$ cat config.mk
export PLATFORM = sky130hd
export DESIGN_NAME = si5340_reg_sequencer
export DESIGN_NICKNAME = d
export VERILOG_FILES = /design/src/rtl/si5340_reg_sequencer.sv
export SDC_FILE = /design/constraint.sdc
export NUM_CORES = 1
export LEC_CHECK = 0
export ABC_CLOCK_PERIOD_IN_PS = 3050
export CAP_MARGIN = 20
export CORE_AREA = 4 4 78 95
export DETAILED_ROUTE_END_ITERATION = 12
export DIE_AREA = 0 0 82 99
export GPL_ROUTABILITY_DRIVEN = 1
export MAX_ROUTING_LAYER = met4
export PLACE_DENSITY = 0.83
export SYNTH_ARGS = -nofsm -noshare
export SYNTH_HDL_FRONTEND = slang
export SYNTH_SLANG_ARGS = --single-unit
export TNS_END_PERCENT = 5
$ cat constraint.sdc
create_clock -name clk_i -period 3.05 [get_ports clk_i]
set_clock_uncertainty 0.15 [all_clocks]
set_input_delay 0.61 -clock clk_i [delete_from_list [all_inputs] [get_ports clk_i]]
set_output_delay 0.61 -clock clk_i [all_outputs]
set_load 0.005 [all_outputs]
$ cat src/rtl/si5340_reg_sequencer.sv
// ---------------------------------------------------------------------------
// si5340_reg_sequencer
//
// Turns one Si5340 register write request into the byte-level command
// sequence for the shared I2C byte controller. A page-select write to
// register 0x01 is inserted only when the requested page differs from the
// cached page, or when no page is cached.
//
// Optional feature macro: SI5340_SEQ_READBACK_EN
//   When defined, every write is followed by a readback of the same register.
//   The readback byte is returned on rsp_rdata_o, and a mismatch is reported.
//   When undefined, the readback states do not exist and rsp_rdata_o is 0.
//
// Ports
//   clk_i, arstn_i        clock, asynchronous active-low reset
//   req_valid_i/ready_o   request handshake
//   req_addr_i            [15:8] page, [7:0] register
//   req_data_i            register data
//   rsp_valid_o           one-cycle completion pulse
//   rsp_err_o             00 ok, 01 NACK, 10 readback mismatch, 11 timeout
//   rsp_rdata_o           readback byte
//   cmd_start_o .. cmd_ack_in_o, cmd_din_o   byte-controller command
//   cmd_dout_i, cmd_done_i, cmd_rxack_i      byte-controller status
//   dbg_state_o           current FSM state, for observation only
//
// Handshake: a request transfers on a rising clk_i edge where req_valid_i
// and req_ready_o are both high. req_ready_o is high only while idle. A byte
// command is held on cmd_* until a cycle with cmd_done_i high. The command
// is cleared in the following cycle. The next command is issued one cycle
// after that.
// ---------------------------------------------------------------------------
module si5340_reg_sequencer #(
  parameter logic [6:0] SLAVE_ADDR  = 7'h74,
  parameter int         TIMEOUT_CYC = 65535
) (
  input  logic        clk_i,
  input  logic        arstn_i,
  input  logic        req_valid_i,
  output logic        req_ready_o,
  input  logic [15:0] req_addr_i,
  input  logic [7:0]  req_data_i,
  output logic        rsp_valid_o,
  output logic [1:0]  rsp_err_o,
  output logic [7:0]  rsp_rdata_o,
  output logic        cmd_start_o,
  output logic        cmd_stop_o,
  output logic        cmd_write_o,
  output logic        cmd_read_o,
  output logic        cmd_ack_in_o,
  output logic [7:0]  cmd_din_o,
  input  logic [7:0]  cmd_dout_i,
  input  logic        cmd_done_i,
  input  logic        cmd_rxack_i,
  output logic [3:0]  dbg_state_o
);

  localparam int CNT_W = (TIMEOUT_CYC > 1) ? $clog2(TIMEOUT_CYC) : 1;
  localparam logic [CNT_W-1:0] CNT_LAST = CNT_W'(TIMEOUT_CYC - 1);
  localparam logic [7:0] SLA_W = {SLAVE_ADDR, 1'b0};
`ifdef SI5340_SEQ_READBACK_EN
  localparam logic [7:0] SLA_R = {SLAVE_ADDR, 1'b1};
`endif

  localparam logic [1:0] ERR_OK   = 2'b00;
  localparam logic [1:0] ERR_NACK = 2'b01;
`ifdef SI5340_SEQ_READBACK_EN
  localparam logic [1:0] ERR_RB   = 2'b10;
`endif
  localparam logic [1:0] ERR_TO   = 2'b11;

  typedef enum logic [3:0] {
    S_IDLE,
    S_PG_ADDR,
    S_PG_REG,
    S_PG_DATA,
    S_WR_ADDR,
    S_WR_REG,
    S_WR_DATA,
`ifdef SI5340_SEQ_READBACK_EN
    S_RB_ADDR,
    S_RB_REG,
    S_RB_RADDR,
    S_RB_READ,
`endif
    S_ABORT,
    S_RESP
  } state_t;

  // Command vector layout: {start, stop, write, read, ack_in, din[7:0]}
  function automatic logic [12:0] step_cmd(input state_t s,
                                           input logic [7:0] pg,
                                           input logic [7:0] rg,
                                           input logic [7:0] dt);
    logic [12:0] c;
    c = 13'd0;
    case (s)
      S_PG_ADDR:  c = {5'b10100, SLA_W};
      S_PG_REG:   c = {5'b00100, 8'h01};
      S_PG_DATA:  c = {5'b01100, pg};
      S_WR_ADDR:  c = {5'b10100, SLA_W};
      S_WR_REG:   c = {5'b00100, rg};
      S_WR_DATA:  c = {5'b01100, dt};
`ifdef SI5340_SEQ_READBACK_EN
      S_RB_ADDR:  c = {5'b10100, SLA_W};
      S_RB_REG:   c = {5'b00100, rg};
      S_RB_RADDR: c = {5'b10100, SLA_R};
      S_RB_READ:  c = {5'b01011, 8'h00};  // last byte of a read: master NACKs
`endif
      S_ABORT:    c = {5'b01000, 8'h00};
      default:    c = 13'd0;
    endcase
    return c;
  endfunction

  function automatic state_t next_st(input state_t s);
    state_t n;
    n = S_RESP;
    case (s)
      S_PG_ADDR:  n = S_PG_REG;
      S_PG_REG:   n = S_PG_DATA;
      S_PG_DATA:  n = S_WR_ADDR;
      S_WR_ADDR:  n = S_WR_REG;
      S_WR_REG:   n = S_WR_DATA;
`ifdef SI5340_SEQ_READBACK_EN
      S_WR_DATA:  n = S_RB_ADDR;
      S_RB_ADDR:  n = S_RB_REG;
      S_RB_REG:   n = S_RB_RADDR;
      S_RB_RADDR: n = S_RB_READ;
`endif
      default:    n = S_RESP;
    endcase
    return n;
  endfunction

  state_t           state_q;
  logic             busy_q;       // a command is on the bus (or RESP is pulsing)
  logic [CNT_W-1:0] cnt_q;
  logic [15:0]      addr_q;
  logic [7:0]       data_q;
  logic [7:0]       page_q;
  logic             page_valid_q;
  logic [1:0]       err_q;
  logic             rsp_valid_q;
  logic             req_ready_q;
  logic [12:0]      cmd_q;
`ifdef SI5340_SEQ_READBACK_EN
  logic [7:0]       rdata_q;
`endif

  state_t first_st;
  always_comb begin
    first_st = S_WR_ADDR;
    if (!page_valid_q || (req_addr_i[15:8] != page_q)) first_st = S_PG_ADDR;
  end

  always_ff @(posedge clk_i or negedge arstn_i) begin
    if (!arstn_i) begin
      state_q      <= S_IDLE;
      busy_q       <= 1'b0;
      cnt_q        <= '0;
      addr_q       <= 16'h0000;
      data_q       <= 8'h00;
      page_q       <= 8'h00;
      page_valid_q <= 1'b0;
      err_q        <= ERR_OK;
      rsp_valid_q  <= 1'b0;
      req_ready_q  <= 1'b0;
      cmd_q        <= 13'd0;
`ifdef SI5340_SEQ_READBACK_EN
      rdata_q      <= 8'h00;
`endif
    end else begin
      rsp_valid_q <= 1'b0;
      case (state_q)
        S_IDLE: begin
          req_ready_q <= 1'b1;
          if (req_valid_i && req_ready_q) begin
            // First command goes out in the cycle right after acceptance.
            addr_q      <= req_addr_i;
            data_q      <= req_data_i;
            err_q       <= ERR_OK;
`ifdef SI5340_SEQ_READBACK_EN
            rdata_q     <= 8'h00;
`endif
            req_ready_q <= 1'b0;
            state_q     <= first_st;
            busy_q      <= 1'b1;
            cnt_q       <= '0;
            cmd_q       <= step_cmd(first_st, req_addr_i[15:8],
                                    req_addr_i[7:0], req_data_i);
          end
        end

        S_RESP: begin
          if (!busy_q) begin
            rsp_valid_q <= 1'b1;
            busy_q      <= 1'b1;
          end else begin
            state_q     <= S_IDLE;
            busy_q      <= 1'b0;
            req_ready_q <= 1'b1;
          end
        end

        default: begin
          if (!busy_q) begin
            // Issue this state's byte command after the one-cycle gap.
            busy_q <= 1'b1;
            cnt_q  <= '0;
            cmd_q  <= step_cmd(state_q, addr_q[15:8], addr_q[7:0], data_q);
          end else if (cmd_done_i) begin
            // Done takes priority over a coincident timeout terminal count.
            cmd_q  <= 13'd0;
            busy_q <= 1'b0;
            if (cmd_q[10] && cmd_rxack_i) begin
              err_q        <= ERR_NACK;
              page_valid_q <= 1'b0;
              // A step that already sent STOP has released the bus.
              state_q      <= cmd_q[11] ? S_RESP : S_ABORT;
            end else begin
              if (state_q == S_PG_DATA) begin
                page_q       <= addr_q[15:8];
                page_valid_q <= 1'b1;
              end
`ifdef SI5340_SEQ_READBACK_EN
              if (state_q == S_RB_READ) begin
                rdata_q <= cmd_dout_i;
                if (cmd_dout_i != data_q) begin
                  err_q        <= ERR_RB;
                  page_valid_q <= 1'b0;
                end
              end
`endif
              state_q <= next_st(state_q);
            end
          end else if (cnt_q == CNT_LAST) begin
            // Controller presumed hung: drop the command, no STOP, respond now.
            cmd_q        <= 13'd0;
            err_q        <= ERR_TO;
            page_valid_q <= 1'b0;
            state_q      <= S_RESP;
            busy_q       <= 1'b1;
            rsp_valid_q  <= 1'b1;
          end else begin
            cnt_q <= cnt_q + CNT_W'(1);
          end
        end
      endcase
    end
  end

  assign req_ready_o  = req_ready_q;
  assign rsp_valid_o  = rsp_valid_q;
  assign rsp_err_o    = err_q;
  assign cmd_start_o  = cmd_q[12];
  assign cmd_stop_o   = cmd_q[11];
  assign cmd_write_o  = cmd_q[10];
  assign cmd_read_o   = cmd_q[9];
  assign cmd_ack_in_o = cmd_q[8];
  assign cmd_din_o    = cmd_q[7:0];
  assign dbg_state_o  = state_q;

`ifdef SI5340_SEQ_READBACK_EN
  assign rsp_rdata_o = rdata_q;
`else
  assign rsp_rdata_o = 8'h00;
  logic unused_dout;
  assign unused_dout = ^cmd_dout_i;
`endif

endmodule
==> results of run 1 <==
## logic make-up after synthesis
kind of cell	Yosys count	share of synthesized area
multiplexers	7	0.0222
flip-flops	69	0.485
XOR/XNOR	15	0.0369
AO/OA/AOI/OAI	92	0.163
adder cells (fa/ha/maj)	2	0.00703
buffers and inverters	46	0.0640
other	1	0.00105
AND/OR/NAND/NOR	169	0.220
## metal layers
| layer | part of all wire | up-vias | GRT usage |
|---|---|---|---|
| met5 | 0 | - | - |
| met4 | 0.027 | 0 | 0.121 |
| met2 | 0.52 | 85 | 0.383 |
| met3 | 0.052 | 18 | 0.0466 |
| met1 | 0.40 | 1486 | 0.272 |
| li1 | - | 1466 | - |
## synth_stat cells (4+ instances only)
cell / n
mux2_2: 7
inv_1: 14
xnor2_1: 8
a21oi_1: 20
nor2_1: 22
dfrtp_1: 69
o21ai_1: 4
buf_4: 10
nand3_1: 17
a32o_1: 4
nor3_1: 4
nand2_1: 85
clkbuf_1: 18
o31ai_1: 8
o21ai_0: 33
nand4_1: 8
xor2_1: 7
nor2b_1: 5
nand3b_1: 8
and3_1: 5
or3_1: 4
## stage by stage
stage          instance area, sq um  hold slack (ns)  cells  worst slack (ns)  utilization
5_1_grt                        4280            0.249    538            0.0838        0.668
2_1_floorplan                  3590            0.164    410             0.999            -
4_1_cts                        4280            0.214    538             0.372        0.668
3_3_place_gp                   4090            0.305    522             0.423        0.638
3_5_place_dp                   4090            0.306    522             0.381        0.638
6_report                       4280            0.185    538             0.351        0.668
## worst max-delay path, delay by kind of cell (launching register included)
family	cells	cell delay, ns
simple gates	2	1.14
flops	1	0.59
compound gates	2	0.72
## final cells by class
class                           count  area [sq um]  share of cell area
Clock buffer                       10           128              0.0298
Timing Repair Buffer               59           568               0.133
Inverter                           14          52.6              0.0123
Clock inverter                      6          63.8              0.0149
Sequential cell                    69          1730               0.403
Tap cell                           85           106              0.0248
Multi-Input combinational cell    295          1640               0.382
## final timing paths
kind	slack, ns	end	depth (start not counted)	start
max	0.35	cmd_q[10]	4	dbg_state_o[1]
min	0.18	cnt_q[15]	1	arstn_i
max reg2reg	0.35	cmd_q[10]	4	dbg_state_o[1]
min reg2reg	0.33	addr_q[0]	2	addr_q[0]
max in group asynchronous	1.91	addr_q[5]	2	arstn_i
min in group clk_i	0.33	addr_q[0]	2	addr_q[0]
## sequential cells by signal, indices dropped and copies added (netlist names), 2 cells and up
register and flops:
cnt_q 16, addr_q 16, cmd_q 11, rsp_err_o 2, dbg_state_o 4, data_q 8, page_q 8
## layout by cell type, fill, tap and decap left out, types with 9 or more instances in the layout
master           count
o21ai_0             33
a21oi_1             20
clkdlybuf4s50_1     46
nand3_1             17
clkbuf_8             9
nor2_1              22
buf_4               11
conb_1              10
inv_1               14
dfrtp_1             69
nand2_1             85
## power by group through the flow
stage | logic, mW | clock network (mW) | registers (mW)
6_report | 1.51 | 0.729 | 1.48
5_1_grt | 1.68 | 0.778 | 1.52
4_1_cts | 1.51 | 0.738 | 1.48
3_5_place_dp | 1.50 | 0 | 1.49
2_1_floorplan | 1.03 | 0 | 1.39
3_3_place_gp | 1.45 | 0 | 1.47
==> results.sh, run 1 <==
export IMPL_status="complete, no violations"
export IMPL_overflow=0
export IMPL_routed_via_count=3055
export IMPL_grt_use_total=0.236
export IMPL_grt_pass1_vias=3080
export IMPL_crit_slowest_cell="nor4_1"
export IMPL_antenna_left=0
export IMPL_cts_root_buf="clkbuf_8"
export IMPL_core_area_sq_um=6410
export IMPL_yosys_top_cells_area="dfrtp_1 49%, nand2_1 9.0%, o21ai_0 4.6%"
export IMPL_start_util=0.555
export IMPL_post_cts_resized=0
export IMPL_dieArea_sq_um=8120
export IMPL_drtIter0Drc=186
export IMPL_dp_hpwl_um=6200
export IMPL_ctsHtreeMaxLevel=3
export IMPL_ir_drop_uv=465
export IMPL_totalPowerFinal_mw=3.72
export IMPL_fin_nets=487
export IMPL_vias_per_cell=5.68
export IMPL_hp_class="in -> async"
export IMPL_drive_gt1_frac=0.0861
export IMPL_leakagePower_nw=1.89
export IMPL_die_w_um=82
export IMPL_wl_per_cell_um=15.8
export IMPL_end_kind="register"
export IMPL_ys_flop_type="dfrtp_1"
export IMPL_clkPwrFrac=0.196
export IMPL_synth_enable_flop_cells=0
export IMPL_synth_distinct_cells=46
export IMPL_numCtsBuffers=9
export IMPL_setup_viol=0
export IMPL_area_growth_syn_to_layout_pct=20.4
export IMPL_cell_internal_pwr_mw=2.25
export IMPL_fill_cells=554
export IMPL_comb_power_share=0.406
export IMPL_drc=0
export IMPL_tightest_slew_ns=0.938
export IMPL_setup_tns_ns=0
export IMPL_setup_worst_path_class="reg -> reg"
export IMPL_post_route_min_period_ns=2.70
export IMPL_io_buffers=47
export IMPL_fp_row_count=32
export IMPL_grt_pass1_wl_um=14200
export IMPL_switching_share=0.394
export IMPL_n_antenna_cell=0
export IMPL_crit_chain="nor4_1 -> nor2b_1 -> a32o_2 -> o31ai_1"
export IMPL_postCtsSetupBuffers=0
export IMPL_antenna_found_initial=0
export IMPL_final_max_slew_viol_count=0
export IMPL_syn_inst=401
export IMPL_power_density_nw_per_um2=868
export IMPL_pin_count=66
export IMPL_yosys_warnings=0
export IMPL_grt_max_degree=37
export IMPL_maxCapViolCount=0
export IMPL_ys_ff_latch=69
export IMPL_fin_crit_sh=0.885
export IMPL_hold_buffers=0
export IMPL_slowest_delay_ns=0.89
export IMPL_place_congestion=0.851
export IMPL_slew_headroom=0.369
export IMPL_syn_area_sq_um=3560
export IMPL_drtPass1Iterations=4
export IMPL_rsz0062_at_grt="no"
export IMPL_cts_tree="built"
export IMPL_clock_sinks=69
export IMPL_fmax_mhz=371
export IMPL_clk_pin_slew_ns=0.08
export IMPL_start_kind="register"
export IMPL_avgSynthCellArea_sq_um=8.87
export IMPL_yosys_area_top_type="dfrtp_1"
export IMPL_hold_violations=0
export IMPL_switchingPower_mw=1.47
export IMPL_clk_latency_ns=0.35
export IMPL_clock_path_buffers=2
export IMPL_seq_area_frac_synth=0.485
export IMPL_yosysTopAreaCellShare=0.485
export IMPL_crit_arrival_ns=2.80
export IMPL_async_flop_share=1.00
export IMPL_critPathMaxFanout=19
export IMPL_dieHeight_um=99
export IMPL_seqPwrFrac=0.398
export IMPL_cp_required_ns=3.15
export IMPL_wirelength_um=8490
Note: power is estimated with default switching activity, not from simulation.
==> run 2, diff against run 1 <==
Settings changed: GPL_ROUTABILITY_DRIVEN 1 to not set, GPL_TIMING_DRIVEN set to 0.
==> run 2 against run 1 <==
Against the previous run: clock power is 16% higher; highest routed layer unchanged; sequential share of layout area down 0.98 points; hold slack better by 0.012 ns; routed wire length increased by 5.1%; global-route usage is 0.80 points higher; register-to-register slack improved by 0.20 ns; critical path depth rose by 2; total power is 3.8% higher.
==> results.sh, run 2 (synthesis gave the netlist of run 1 again) <==
export IMPL_status="complete, no violations"
export IMPL_power_density_nw_per_um2=879
export IMPL_die_w_um=82
export IMPL_worstRegToRegCells=5
export IMPL_overflow=0
export IMPL_cpLargestDelayFamily="compound AO/OA/AOI/OAI gates"
export IMPL_setup_viol=0
export IMPL_ir_drop_uv=494
export IMPL_critPathMaxFanout=5
export IMPL_grt_pass1_wl_um=14800
export IMPL_fmax_mhz=398
export IMPL_antenna_found_initial=0
export IMPL_post_cts_resized=0
export IMPL_slew_headroom=0.426
export IMPL_fp_row_count=32
export IMPL_crit_path_start="req_valid_i"
export IMPL_place_congestion=0.923
export IMPL_final_area_sq_um=4390
export IMPL_postCtsSetupBuffers=0
export IMPL_routed_via_count=3186
export IMPL_grt_pass1_vias=3120
export IMPL_fin_nets=507
export IMPL_rsz0062_at_grt="no"
export IMPL_slowest_delay_ns=0.80
export IMPL_wl_per_cell_um=16.0
export IMPL_numCtsBuffers=9
export IMPL_n_antenna_cell=0
export IMPL_grt_max_degree=70
export IMPL_hp_class="in -> async"
export IMPL_reg_largest_list="addr_q: 16 flops, cnt_q: 16 flops, cmd_q: 11 flops"
export IMPL_dieHeight_um=99
export IMPL_start_util=0.555
export IMPL_drive_gt1_frac=0.0888
export IMPL_dp_hpwl_um=6400
export IMPL_tightest_slew_ns=0.861
export IMPL_cp_required_ns=3.12
export IMPL_maxCapViolCount=0
export IMPL_multi_input_area_sq_um=1640
export IMPL_end_kind="register"
export IMPL_crit_arrival_ns=2.58
export IMPL_cts_tree="built"
export IMPL_clk_latency_ns=0.35
export IMPL_dpl_cell_area_sq_um=4170
export IMPL_crit_chain="clkdlybuf4s50_1 -> nand3b_1 -> a2111oi_0 -> nand3_1 -> xor2_1 -> nor2_1"
export IMPL_wirelength_um=8920
export IMPL_setup_worst_path_class="in -> reg"
export IMPL_clk_pin_slew_ns=0.08
export IMPL_ctsHtreeMaxLevel=3
export IMPL_vias_per_cell=5.71
export IMPL_worst_r2r_startpoint="dbg_state_o[2]"
export IMPL_clock_path_buffers=2
export IMPL_drtPass1Iterations=5
export IMPL_dieArea_sq_um=8120
export IMPL_whs_ns=0.197
export IMPL_post_route_min_period_ns=2.51
export IMPL_crit_slowest_cell="a2111oi_0"
export IMPL_drtIter0Drc=288
export IMPL_pin_count=66
export IMPL_start_kind="input port"
export IMPL_regArea_sq_um=1730
export IMPL_final_cell_mix="85 x nand2_1, 69 x dfrtp_1, 46 x clkdlybuf4s50_1"
export IMPL_final_max_slew_viol_count=0
export IMPL_fin_crit_sh=0.823
export IMPL_leakagePower_nw=1.94
export IMPL_cts_root_buf="clkbuf_8"
export IMPL_hold_buffers=0
export IMPL_fill_cells=523
export IMPL_layout_cells_most_common="nand2_1"
export IMPL_drc=0
export IMPL_clock_sinks=69
export IMPL_grt_use_total=0.244
export IMPL_cp_depth=6
export IMPL_io_buffers=47
export IMPL_core_area_sq_um=6410
export IMPL_area_growth_syn_to_layout_pct=23.4
export IMPL_hold_violations=0
export IMPL_antenna_left=0
export IMPL_worst_path_buf_inv=1
run 2: layout make-up:
type / instances / area share
plain buffers: 32 / 0.0399
clock buffers: 9 / 0.0282
clock inverters: 7 / 0.0225
inverters: 14 / 0.0120
multi-input cells: 295 / 0.373
flip-flops and latches: 69 / 0.393
well taps: 85 / 0.0242
repair buffers: 47 / 0.107
run 2: path summary, 6_finish.rpt:
kind	endpoint	slack, ns
setup / recovery	cnt_q[9]	0.54
hold / removal	busy_q	0.20
setup reg to reg	cnt_q[10]	0.55
hold reg to reg	addr_q[3]	0.33
max in group asynchronous	cnt_q[13]	1.97
min in group clk_i	addr_q[3]	0.33
run 2: through the flow:
stage	std cells	util	setup slack (ns)	TNS, ns	power (mW)
after floorplan	410	-	0.999	0	2.42
after global placement	542	0.651	-1.04	-71.58	2.95
after detailed placement	542	0.650	0.236	0	2.99
after CTS	558	0.685	0.561	0	3.84
after global routing	558	0.685	0.333	0	4.11
final	558	0.685	0.540	0	3.86
run 2: power by group:
part | leakage (nW) | switching, mW | internal (mW)
logic | 0.932 | 0.917 | 0.654
clock network | 0.110 | 0.378 | 0.464
registers | 0.899 | 0.234 | 1.21
total | 1.94 | 1.53 | 2.33
run 2: layer usage:
metal | up-vias | track usage | routed length (um)
met1 | 1513 | 0.296 | 3510
met4 | 0 | 0.115 | 281
met5 | - | - | 0
met3 | 25 | 0.0329 | 568
li1 | 1499 | - | -
met2 | 149 | 0.396 | 4550
run 2: worst reg2reg max path: stages, from the launching register on:
cell	delay, ns
dfrtp_1	0.42
clkbuf_1	0.23
o31ai_1	0.72
a21boi_0	0.31
clkbuf_1	0.42
nor2_1	0.11
==> run 3, diff against run 2 <==
Settings changed: ABC_CLOCK_PERIOD_IN_PS 3050 to 2400, CORE_AREA 4 4 78 95 to 4 4 81 98, DIE_AREA 0 0 82 99 to 0 0 85 102, PLACE_DENSITY 0.83 to 0.78.
Clock period 3.05 ns to 2.4 ns, I/O delays scaled along.
==> run 3 against run 2 <==
Against the previous run: via count fell by 2.3%; highest routed layer unchanged; clock-buffer cell count did not move; cell area grew 1.1%; critical endpoint is now dbg_state_o[0]; worst setup slack got worse by 0.53 ns; non-clock buffer count unchanged; die area rose by 6.8%; total power increased by 28%; register-to-register slack lost 0.54 ns; utilization fell by 6.1 points; first-iteration DRC count is 22% lower; critical path type is now reg -> reg; hold slack got worse by 0.11 ns; global-route usage decreased by 3.0 points.
==> results.sh, run 3 (synthesis gave the netlist of run 1 again) <==
export IMPL_status="complete, no violations"
export IMPL_wl_per_cell_um=15.5
export IMPL_pin_count=66
export IMPL_slowest_delay_ns=0.39
export IMPL_crit_slowest_cell="dfrtp_1"
export IMPL_grt_max_degree=70
export IMPL_n_antenna_cell=0
export IMPL_postCtsSetupBuffers=0
export IMPL_die_w_um=85
export IMPL_setup_viol=0
export IMPL_vias_per_cell=5.53
export IMPL_maxCapViolCount=0
export IMPL_cts_tree="built"
export IMPL_wirelength_um=8720
export IMPL_numCtsBuffers=9
export IMPL_leakagePower_nw=1.95
export IMPL_timing_critical_path_mode_cell="buf_2"
export IMPL_core_area_sq_um=7100
export IMPL_final_area_sq_um=4440
export IMPL_area_growth_syn_to_layout_pct=24.7
export IMPL_final_core_util=0.624
export IMPL_grt_use_total=0.214
export IMPL_drtIter0Drc=226
export IMPL_hold_buffers=0
export IMPL_final_cell_mix="85 x nand2_1, 69 x dfrtp_1, 46 x clkdlybuf4s50_1"
export IMPL_drtPass1Iterations=5
export IMPL_start_kind="register"
export IMPL_routed_via_count=3114
export IMPL_cp_required_ns=2.49
export IMPL_drive_gt1_frac=0.101
export IMPL_layout_cells_most_common="nand2_1"
export IMPL_setup_worst_path_class="reg -> reg"
export IMPL_fin_nets=507
export IMPL_hp_class="in -> async"
export IMPL_antenna_left=0
export IMPL_post_route_min_period_ns=2.39
export IMPL_clk_latency_ns=0.35
export IMPL_worst_path_buf_inv=2
export IMPL_reg_largest_list="addr_q: 16 flops, cnt_q: 16 flops, cmd_q: 11 flops"
export IMPL_fmax_mhz=418
export IMPL_dpl_cell_area_sq_um=4170
export IMPL_drc=0
export IMPL_grt_pass1_wl_um=14300
export IMPL_overflow=0
export IMPL_rsz0062_at_grt="yes"
export IMPL_cpLargestDelayFamily="simple AND/OR/NAND/NOR gates"
export IMPL_start_util=0.501
export IMPL_clk_pin_slew_ns=0.08
export IMPL_clock_path_buffers=2
export IMPL_crit_arrival_ns=2.49
export IMPL_cts_root_buf="clkbuf_8"
export IMPL_tightest_slew_ns=0.861
export IMPL_fp_row_count=34
export IMPL_io_buffers=47
export IMPL_crit_chain="buf_2 -> nor4_2 -> buf_2 -> nand3_1 -> a22oi_4 -> o31ai_1 -> o22a_1"
export IMPL_power_density_nw_per_um2=1110
export IMPL_end_kind="register"
export IMPL_place_congestion=0.855
export IMPL_whs_ns=0.0904
export IMPL_final_max_slew_viol_count=0
export IMPL_slew_headroom=0.426
export IMPL_ctsHtreeMaxLevel=3
export IMPL_ir_drop_uv=582
export IMPL_grt_pass1_vias=3007
export IMPL_critPathMaxFanout=10
export IMPL_clock_sinks=69
export IMPL_fin_crit_sh=0.998
export IMPL_dp_hpwl_um=6280
export IMPL_dieArea_sq_um=8670
export IMPL_hold_violations=0
export IMPL_antenna_found_initial=0
export IMPL_dieHeight_um=102
run 3: area by class of cell:
| class | instances | area [sq um] |
|---|---|---|
| Clock inverter | 7 | 98.8 |
| Fill cell | 635 | 2670 |
| Multi-Input combinational cell | 295 | 1680 |
| Clock buffer | 9 | 124 |
| Sequential cell | 69 | 1730 |
| Tap cell | 90 | 113 |
| Timing Repair Buffer | 47 | 468 |
| Buffer | 32 | 178 |
| Inverter | 14 | 52.6 |
run 3: what timing repair did:
| action | 4_1_cts | 5_1_grt |
|---|---|---|
| resized for setup | 3 | 8 |
| cloned | 0 | 0 |
| setup endpoints to repair | 10 | 43 |
run 3: worst reg2reg max path: stages, from the launching register on:
cell and delay [ns]:
dfrtp_1 0.39, buf_2 0.20, nor4_2 0.40, buf_2 0.27
nand3_1 0.26, a22oi_4 0.33, o31ai_1 0.11, o22a_1 0.17
run 3: final timing paths:
kind	from	end	slack, ns	cells after the start
max	dbg_state_o[1]	dbg_state_o[0]	0.005	7
min	arstn_i	cnt_q[6]	0.09	1
max reg2reg	dbg_state_o[1]	dbg_state_o[0]	0.005	7
min reg2reg	addr_q[4]	addr_q[4]	0.33	2
max in group asynchronous	arstn_i	addr_q[0]	1.46	1
min in group clk_i	addr_q[4]	addr_q[4]	0.33	2
run 3: where the power goes:
group,internal (mW),switching [mW]
logic,0.852,1.17
registers,1.54,0.302
clock network,0.590,0.475
total,2.98,1.95
run 3: metal layers:
metal	part of all wire	vias up	global-route usage
met2	0.52	103	0.354
met5	0	-	-
met4	0.033	0	0.114
met3	0.048	26	0.0315
met1	0.40	1479	0.253
li1	-	1506	-
run 3: stage by stage:
step | setup WS [ns] | std cells | total power [mW] | setup TNS (ns)
finish | 0.00506 | 563 | 4.92 | 0
global placement | -1.62 | 547 | 3.73 | -114.15
floorplan | 0.349 | 410 | 3.07 | 0
CTS | -0.0143 | 563 | 4.89 | -0.0222
detailed placement | -0.360 | 547 | 3.80 | -3.07
global route | -0.0884 | 563 | 5.27 | -0.278
